--- src/rtl/arm_multicycle_controller.sv ---
// arm_multicycle_controller
// Multicycle ARM control unit. A single FSM runs each instruction over several
// cycles. It drives every datapath select and write enable, and it holds the
// NZCV flag register.
// Optional feature macro: ARM_MULDIV_EN. When it is defined, the MUL/MLA/UDIV/SDIV
// path is present: the MDSTART/MDWAIT/MDWB states and the latency down-counter.
// When it is undefined, those encodings retire as 2-cycle NOPs and MulDivStart,
// MulDivOp are tied to 0.
module arm_multicycle_controller #(
  parameter int MUL_CYCLES = 2,
  parameter int DIV_CYCLES = 32,
  parameter int CNT_W      = 6
) (
  input  logic        clk,
  input  logic        reset,
  input  logic [31:0] Instr,
  input  logic [3:0]  ALUFlags,
  output logic        PCWrite,
  output logic        AdrSrc,
  output logic        MemWrite,
  output logic        IRWrite,
  output logic        RegWrite,
  output logic [1:0]  ResultSrc,
  output logic        ALUSrcA,
  output logic [1:0]  ALUSrcB,
  output logic [1:0]  ALUControl,
  output logic [1:0]  ImmSrc,
  output logic [1:0]  RegSrc,
  output logic        MulDivStart,
  output logic [1:0]  MulDivOp
);

  typedef enum logic [3:0] {
    FETCH   = 4'd0,
    DECODE  = 4'd1,
    MEMADR  = 4'd2,
    MEMRD   = 4'd3,
    MEMWB   = 4'd4,
    MEMWR   = 4'd5,
    EXECR   = 4'd6,
    EXECI   = 4'd7,
    ALUWB   = 4'd8,
    BRANCH  = 4'd9,
    MDSTART = 4'd10,
    MDWAIT  = 4'd11,
    MDWB    = 4'd12
  } state_t;

  state_t state, next_state;

  logic [3:0] cond;
  logic [1:0] op;
  logic [3:0] cmd;
  logic       s_bit;
  logic       imm_bit;
  logic       is_load;
  logic       md_pattern;
  logic       is_muldiv;
  logic       dp_defined;
  logic       is_cmp;
  logic       is_arith;
  logic [1:0] alu_op;
  logic       cond_pass;
  logic [3:0] flags;

  logic pc_write_en;
  logic ir_write_en;
  logic reg_write_en;
  logic mem_write_en;
  logic md_start;

  assign cond    = Instr[31:28];
  assign op      = Instr[27:26];
  assign cmd     = Instr[24:21];
  assign s_bit   = Instr[20];
  assign imm_bit = Instr[25];
  assign is_load = Instr[20];

  // Multiply/divide lives inside the Op=00 space: register form, 1001 in bits 7:4,
  // and bits 24:23 equal to 00 (MUL/MLA) or 01 (divide).
  assign md_pattern = (op == 2'b00) && !imm_bit && (Instr[7:4] == 4'b1001);
  assign is_muldiv  = md_pattern && !Instr[24];

  assign ImmSrc = op;
  assign RegSrc = {op == 2'b01, op == 2'b10};

  // Fields this controller does not look at are register numbers and immediates.
  logic unused_bits;
  assign unused_bits = ^{Instr[19:8], Instr[3:0]};

  // Map the data-processing command to an ALU operation and note which commands exist.
  always_comb begin
    dp_defined = 1'b1;
    is_cmp     = 1'b0;
    is_arith   = 1'b0;
    alu_op     = 2'b00;
    case (cmd)
      4'b0100: begin alu_op = 2'b00; is_arith = 1'b1; end
      4'b0010: begin alu_op = 2'b01; is_arith = 1'b1; end
      4'b1010: begin alu_op = 2'b01; is_arith = 1'b1; is_cmp = 1'b1; end
      4'b0000: alu_op = 2'b10;
      4'b1100: alu_op = 2'b11;
      default: dp_defined = 1'b0;
    endcase
  end

  // Evaluate the condition field against the stored NZCV flags.
  always_comb begin
    cond_pass = 1'b0;
    case (cond)
      4'b0000: cond_pass = flags[2];
      4'b0001: cond_pass = !flags[2];
      4'b0010: cond_pass = flags[1];
      4'b0011: cond_pass = !flags[1];
      4'b0100: cond_pass = flags[3];
      4'b0101: cond_pass = !flags[3];
      4'b0110: cond_pass = flags[0];
      4'b0111: cond_pass = !flags[0];
      4'b1000: cond_pass = flags[1] && !flags[2];
      4'b1001: cond_pass = !flags[1] || flags[2];
      4'b1010: cond_pass = (flags[3] == flags[0]);
      4'b1011: cond_pass = (flags[3] != flags[0]);
      4'b1100: cond_pass = !flags[2] && (flags[3] == flags[0]);
      4'b1101: cond_pass = flags[2] || (flags[3] != flags[0]);
      4'b1110: cond_pass = 1'b1;
      default: cond_pass = 1'b0;
    endcase
  end

  // The flags capture the ALU result at the end of an execute cycle when S is set.
  // Logical operations keep the previous C and V.
  always_ff @(posedge clk or posedge reset) begin
    if (reset) begin
      flags <= 4'b0000;
    end else if ((state == EXECR || state == EXECI) && s_bit) begin
      if (is_arith) begin
        flags <= ALUFlags;
      end else begin
        flags[3:2] <= ALUFlags[3:2];
      end
    end
  end

`ifdef ARM_MULDIV_EN
  localparam logic [CNT_W-1:0] MUL_LOAD = CNT_W'(MUL_CYCLES - 1);
  localparam logic [CNT_W-1:0] DIV_LOAD = CNT_W'(DIV_CYCLES - 1);

  logic [1:0]       md_op;
  logic [CNT_W-1:0] cnt;

  assign md_op       = Instr[23] ? {1'b1, Instr[22]} : {1'b0, Instr[21]};
  assign MulDivOp    = is_muldiv ? md_op : 2'b00;
  assign MulDivStart = md_start && !reset;

  // The latency counter is loaded with the unit latency minus one at the start
  // pulse and then counts down while the FSM waits.
  always_ff @(posedge clk or posedge reset) begin
    if (reset) begin
      cnt <= '0;
    end else if (state == MDSTART) begin
      cnt <= md_op[1] ? DIV_LOAD : MUL_LOAD;
    end else if (state == MDWAIT && cnt != '0) begin
      cnt <= cnt - CNT_W'(1);
    end
  end
`else
  logic unused_params;
  assign unused_params = (MUL_CYCLES >= 1) & (DIV_CYCLES >= 1) & (CNT_W >= 1) & md_start;
  assign MulDivOp      = 2'b00;
  assign MulDivStart   = 1'b0;
`endif

  // State register. Reset returns to FETCH even in the middle of a multicycle operation.
  always_ff @(posedge clk or posedge reset) begin
    if (reset) begin
      state <= FETCH;
    end else begin
      state <= next_state;
    end
  end

  // Next-state sequencing for every instruction class.
  always_comb begin
    next_state = FETCH;
    case (state)
      FETCH:  next_state = DECODE;
      DECODE: begin
        if (!cond_pass) begin
          next_state = FETCH;
        end else begin
          case (op)
            2'b01: next_state = MEMADR;
            2'b10: next_state = BRANCH;
            2'b00: begin
              if (is_muldiv) begin
`ifdef ARM_MULDIV_EN
                next_state = MDSTART;
`else
                next_state = FETCH;
`endif
              end else if (dp_defined) begin
                next_state = imm_bit ? EXECI : EXECR;
              end else begin
                next_state = FETCH;
              end
            end
            default: next_state = FETCH;
          endcase
        end
      end
      MEMADR: next_state = is_load ? MEMRD : MEMWR;
      MEMRD:  next_state = MEMWB;
      MEMWB:  next_state = FETCH;
      MEMWR:  next_state = FETCH;
      EXECR:  next_state = ALUWB;
      EXECI:  next_state = ALUWB;
      ALUWB:  next_state = FETCH;
      BRANCH: next_state = FETCH;
`ifdef ARM_MULDIV_EN
      MDSTART: next_state = MDWAIT;
      // The wait ends on the cycle in which the counter steps to zero. MDWB
      // then falls exactly the unit latency after the start pulse.
      MDWAIT:  next_state = (cnt > CNT_W'(1)) ? MDWAIT : MDWB;
      MDWB:    next_state = FETCH;
`endif
      default: next_state = FETCH;
    endcase
  end

  // Per-state datapath controls. Write enables are raised only where needed.
  always_comb begin
    pc_write_en  = 1'b0;
    ir_write_en  = 1'b0;
    reg_write_en = 1'b0;
    mem_write_en = 1'b0;
    md_start     = 1'b0;
    AdrSrc       = 1'b0;
    ResultSrc    = 2'b00;
    ALUSrcA      = 1'b0;
    ALUSrcB      = 2'b00;
    ALUControl   = 2'b00;
    case (state)
      FETCH: begin
        ir_write_en = 1'b1;
        pc_write_en = 1'b1;
        ALUSrcA     = 1'b1;
        ALUSrcB     = 2'b10;
        ResultSrc   = 2'b10;
      end
      DECODE: begin
        ALUSrcA   = 1'b1;
        ALUSrcB   = 2'b10;
        ResultSrc = 2'b10;
      end
      MEMADR: ALUSrcB = 2'b01;
      MEMRD:  AdrSrc = 1'b1;
      MEMWR: begin
        AdrSrc       = 1'b1;
        mem_write_en = 1'b1;
      end
      MEMWB: begin
        reg_write_en = 1'b1;
        ResultSrc    = 2'b01;
      end
      EXECR: ALUControl = alu_op;
      EXECI: begin
        ALUSrcB    = 2'b01;
        ALUControl = alu_op;
      end
      ALUWB: reg_write_en = !is_cmp;
      BRANCH: begin
        ALUSrcB     = 2'b01;
        ResultSrc   = 2'b10;
        pc_write_en = 1'b1;
      end
`ifdef ARM_MULDIV_EN
      MDSTART: md_start = 1'b1;
      MDWB: begin
        reg_write_en = 1'b1;
        ResultSrc    = 2'b11;
      end
`endif
      default: ;
    endcase
  end

  assign PCWrite  = pc_write_en && !reset;
  assign IRWrite  = ir_write_en && !reset;
  assign RegWrite = reg_write_en && !reset;
  assign MemWrite = mem_write_en && !reset;

endmodule

--- config.mk ---
export PLATFORM = sky130hd
export DESIGN_NAME = arm_multicycle_controller
export DESIGN_NICKNAME = d
export VERILOG_FILES = /design/src/rtl/arm_multicycle_controller.sv
export SDC_FILE = /design/constraint.sdc
export NUM_CORES = 1
export LEC_CHECK = 0
export BUFFER_PORTS_ARGS = -buffer_cell sky130_fd_sc_hd__buf_2
export CAP_MARGIN = 20
export CORE_ASPECT_RATIO = 0.75
export CORE_MARGIN = 5
export CORE_UTILIZATION = 36
export DETAILED_ROUTE_END_ITERATION = 16
export PLACE_DENSITY = 0.77
export REMOVE_ABC_BUFFERS = 1
export SLEW_MARGIN = 10
export SYNTH_ARGS = -nofsm -noshare
export SYNTH_HDL_FRONTEND = slang
export SYNTH_SLANG_ARGS = --single-unit
--- constraint.sdc ---
create_clock -name clk -period 1.66 [get_ports clk]
set_input_delay 0.166 -clock clk [delete_from_list [all_inputs] [get_ports clk]]
set_output_delay 0.166 -clock clk [all_outputs]
set_load 0.01 [all_outputs]
==> metrics.md <==
| Metric | Value |
|---|---|
| Status | finished clean |
| Setup crit start | flags[3]$_DFFE_PP0P_ |
| Pwr/cell area | 992 nW/µm² |
| Final GP Congestion | 0.810 |
| Vias in the first global route | 823 |
| Max cap viols | 0 |
| Register Area | 204 µm² |
| Total gr overflow | 0 |
| # IOs | 57 |
| Antenna Cells | 0 |
| WS Path Type | reg -> reg |
| DIE AREA | 3290 µm² |
| Top cell type's share of synthesized area | 0.249 |
| CP arrival | 1.73 ns |
| Number of flops mapped to enable cells by yosys | 0 |
| Multi-input gate area | 554 µm² |
| Root Driver | clkbuf_4 |
| Average cell area after synthesis | 7.88 µm² |
| Die width | 64.5 µm |
| Synth area leaders | dfrtp_1 25%, mux2_2 5.6%, buf_4 4.7% |
| Crit-path leading delay family | compound AO/OA/AOI/OAI gates |
| Fmax | 622 MHz |
| CP Capture Type | flop |
| Crit-path max FO | 4 |
| First-pass GRT wire length | 3670 µm |
| CP Launch Type | flop |
| Non-filler cells, final | 163 |
| DP Area | 993 µm² |
| Async SR Flop Fraction | 1.00 |
| Worst r2r src | flags[3]$_DFFE_PP0P_ |
| Final period util | 0.968 |
| Worst R2R Path Depth | 5 |
| Leak | 0.522 nW |
| Std cell rows | 14 |
| Max-slew violations | 0 |
| Reg-to-Reg End | state[1]$_DFF_PP0_ |
| Worst setup path endpoint | state[1]$_DFF_PP0_ |
| Wirelength per Cell | 14.4 µm |
| Number of synthesized register bits | 8 |
| Placed Cells | 158 |
| Required @ worst endpoint | 1.78 ns |
| Post-layout net count | 179 |
| Final HPWL DP | 1880 µm |
| R2R setup slack | 0.05 ns |
| Max Root-Sink Buffers | 2 |
| Post-synthesis cell area | 803 µm² |
| Tightest Hold Check Type | in -> reg |
| Antenna violations before repair | 0 |
| Num CTS Buffers | 3 |
| VDD IR max | 0.477 mV |
| Starting density of the core | 0.389 |
| Synth cell types | 36 |
| DRT Pass-1 Iters | 4 |
| Slowest-stage cell, CP | dfrtp_2 |
| Fin crit period | 1.61 ns |
| Final ANT Viol Nets | 0 |
| Share of cells above drive strength 1 | 0.439 |
| CP Cell Sequence | xnor2_2, mux2_2, a221oi_2, o211a_1, o32ai_2 |
| Htree depth | 1 |
| Worst path max stage delay | 0.43 ns |
| CTS clk-pin slew, worst paths | 0.05 ns |
| Vias per cell | 5.39 |
| Final Skew | 0.00121 ns |
| Final Setup Violations | 0 |
| Clock Sink Count | 8 |
| Critical path buffers and inverters | 0 |
| Final WL | 2350 µm |
| CTS tree | built |
| Fill cells | 191 |
| Final hold violations | 0 |
| Ys Warns | 0 |
| Insertion delay to the later sink of the worst-skew pair | 0.24 ns |
| Pin count of the biggest net entering global routing | 12 |
| Hold depth | 3 |
| Post-synthesis cell count | 102 |
| Placeable core region | 2070 µm² |
| DRT iter0 DRCs | 67 |
| DRC violations left | 0 |
| Vias | 878 |
| Sequential area share after synthesis | 0.249 |
| GRT Resource Usage Total | 0.138 |
| Area Growth Syn to Fin | 33.2% |
| Top FF cell, synth | dfrtp_1 |
| Die span in y | 50.9 µm |
| Port bufs | 37 |
| Stages on worst setup path | 5 |
| Unrepaired setup endpoints after global routing | yes |
| Finished Cell Area | 1070 µm² |
| Cell taking the most area after synthesis | dfrtp_1 |
## metrics by stage
| step | hold slack [ns] | total power, mW | setup WS (ns) | setup TNS, ns | utilization |
|---|---|---|---|---|---|
| after floorplan | -0.00495 | 0.633 | 0.160 | 0 | - |
| after global placement | 0.209 | 0.828 | 0.0979 | 0 | 0.481 |
| after detailed placement | 0.215 | 0.855 | 0.0474 | 0 | 0.481 |
| after CTS | 0.125 | 1.02 | 0.0174 | 0 | 0.500 |
| after global routing | 0.138 | 1.15 | -0.0185 | -0.0288 | 0.518 |
| final | 0.132 | 1.06 | 0.0533 | 0 | 0.518 |
## cells by family after synthesis
family / Yosys count / synth area share
flops: 8 / 0.249
compound gates: 23 / 0.215
buf+inv: 18 / 0.111
mux: 5 / 0.0685
simple gates: 43 / 0.308
other cells: 1 / 0.00467
xor+xnor: 4 / 0.0436
## layer usage
layer,GRT usage,up-vias,part of all wire
met5,0,-,0
li1,-,442,-
met1,0.161,404,0.41
met3,0.0395,2,0.058
met2,0.269,30,0.53
met4,0,0,0.0038
## worst min path at each step
| stage | startpoint | end |
|---|---|---|
| 3_5_place_dp | reset | flags[0]$_DFFE_PP0P_ |
| 5_1_grt | ALUFlags[0] | flags[0]$_DFFE_PP0P_ |
| 4_1_cts | ALUFlags[0] | flags[0]$_DFFE_PP0P_ |
| 3_3_place_gp | reset | flags[0]$_DFFE_PP0P_ |
| 2_1_floorplan | reset | flags[0]$_DFFE_PP0P_ |
| 6_report | ALUFlags[0] | flags[0]$_DFFE_PP0P_ |
## registers in the layout (all words and copies together) (netlist names)
signal / cells
flags: 4
state: 4
## cell usage in the layout, fill, tap and decap left out, drive strengths merged, types with 2 or more instances in the layout
master and instances:
a211oi 2, a21oi 4, buf 42, clkbuf 3, conb 3, dfrtp 8, inv 7, mux2 4
nand2 6, nand2b 3, nand3 2, nand4 4, nor2 3, nor2b 6, nor3 6, nor3b 4
nor4 2, o211a 3, o21ai 6, o22ai 2, o32ai 2, or3 3, xnor2 2, xor2 2
## Yosys cell counts, types with 2 or more instances
cell,count
xnor2_1,2
nor2_1,3
xor2_1,2
clkbuf_1,4
nor4_1,2
or3_1,3
o21ai_0,6
mux2_2,4
nor3_1,6
dfrtp_1,8
o211a_1,3
nor3b_1,4
nand4_1,4
nand3_1,2
buf_2,2
nor2b_1,6
inv_1,7
a21oi_1,4
buf_4,5
o22ai_1,2
nand2b_1,3
nand2_1,6
## tightest hold or removal path, cell delays in order
cell and delay [ns]:
buf_2 0.08, nand2_1 0.03, o21ai_0 0.06
## power by group
| group | internal (mW) | leakage [nW] | switching, mW |
|---|---|---|---|
| Clock | 0.0822 | 0.0138 | 0.0582 |
| Sequential | 0.249 | 0.0987 | 0.0836 |
| Combinational | 0.273 | 0.410 | 0.316 |
| Total | 0.604 | 0.522 | 0.458 |
## final cells by class
class	count	share of cell area
well taps	24	0.0281
inverters	7	0.0246
multi-input cells	78	0.518
repair buffers	43	0.218
flip-flops and latches	8	0.191
clock buffers	3	0.0211
## repair_timing
item,in CTS,in global routing
pin swaps,0,1
hold buffers,1,0
setup endpoints to repair,1,7
resized for setup,2,9
hold endpoints to repair,8,0
buffers inserted,0,1
(Power assumes the default switching activity.)
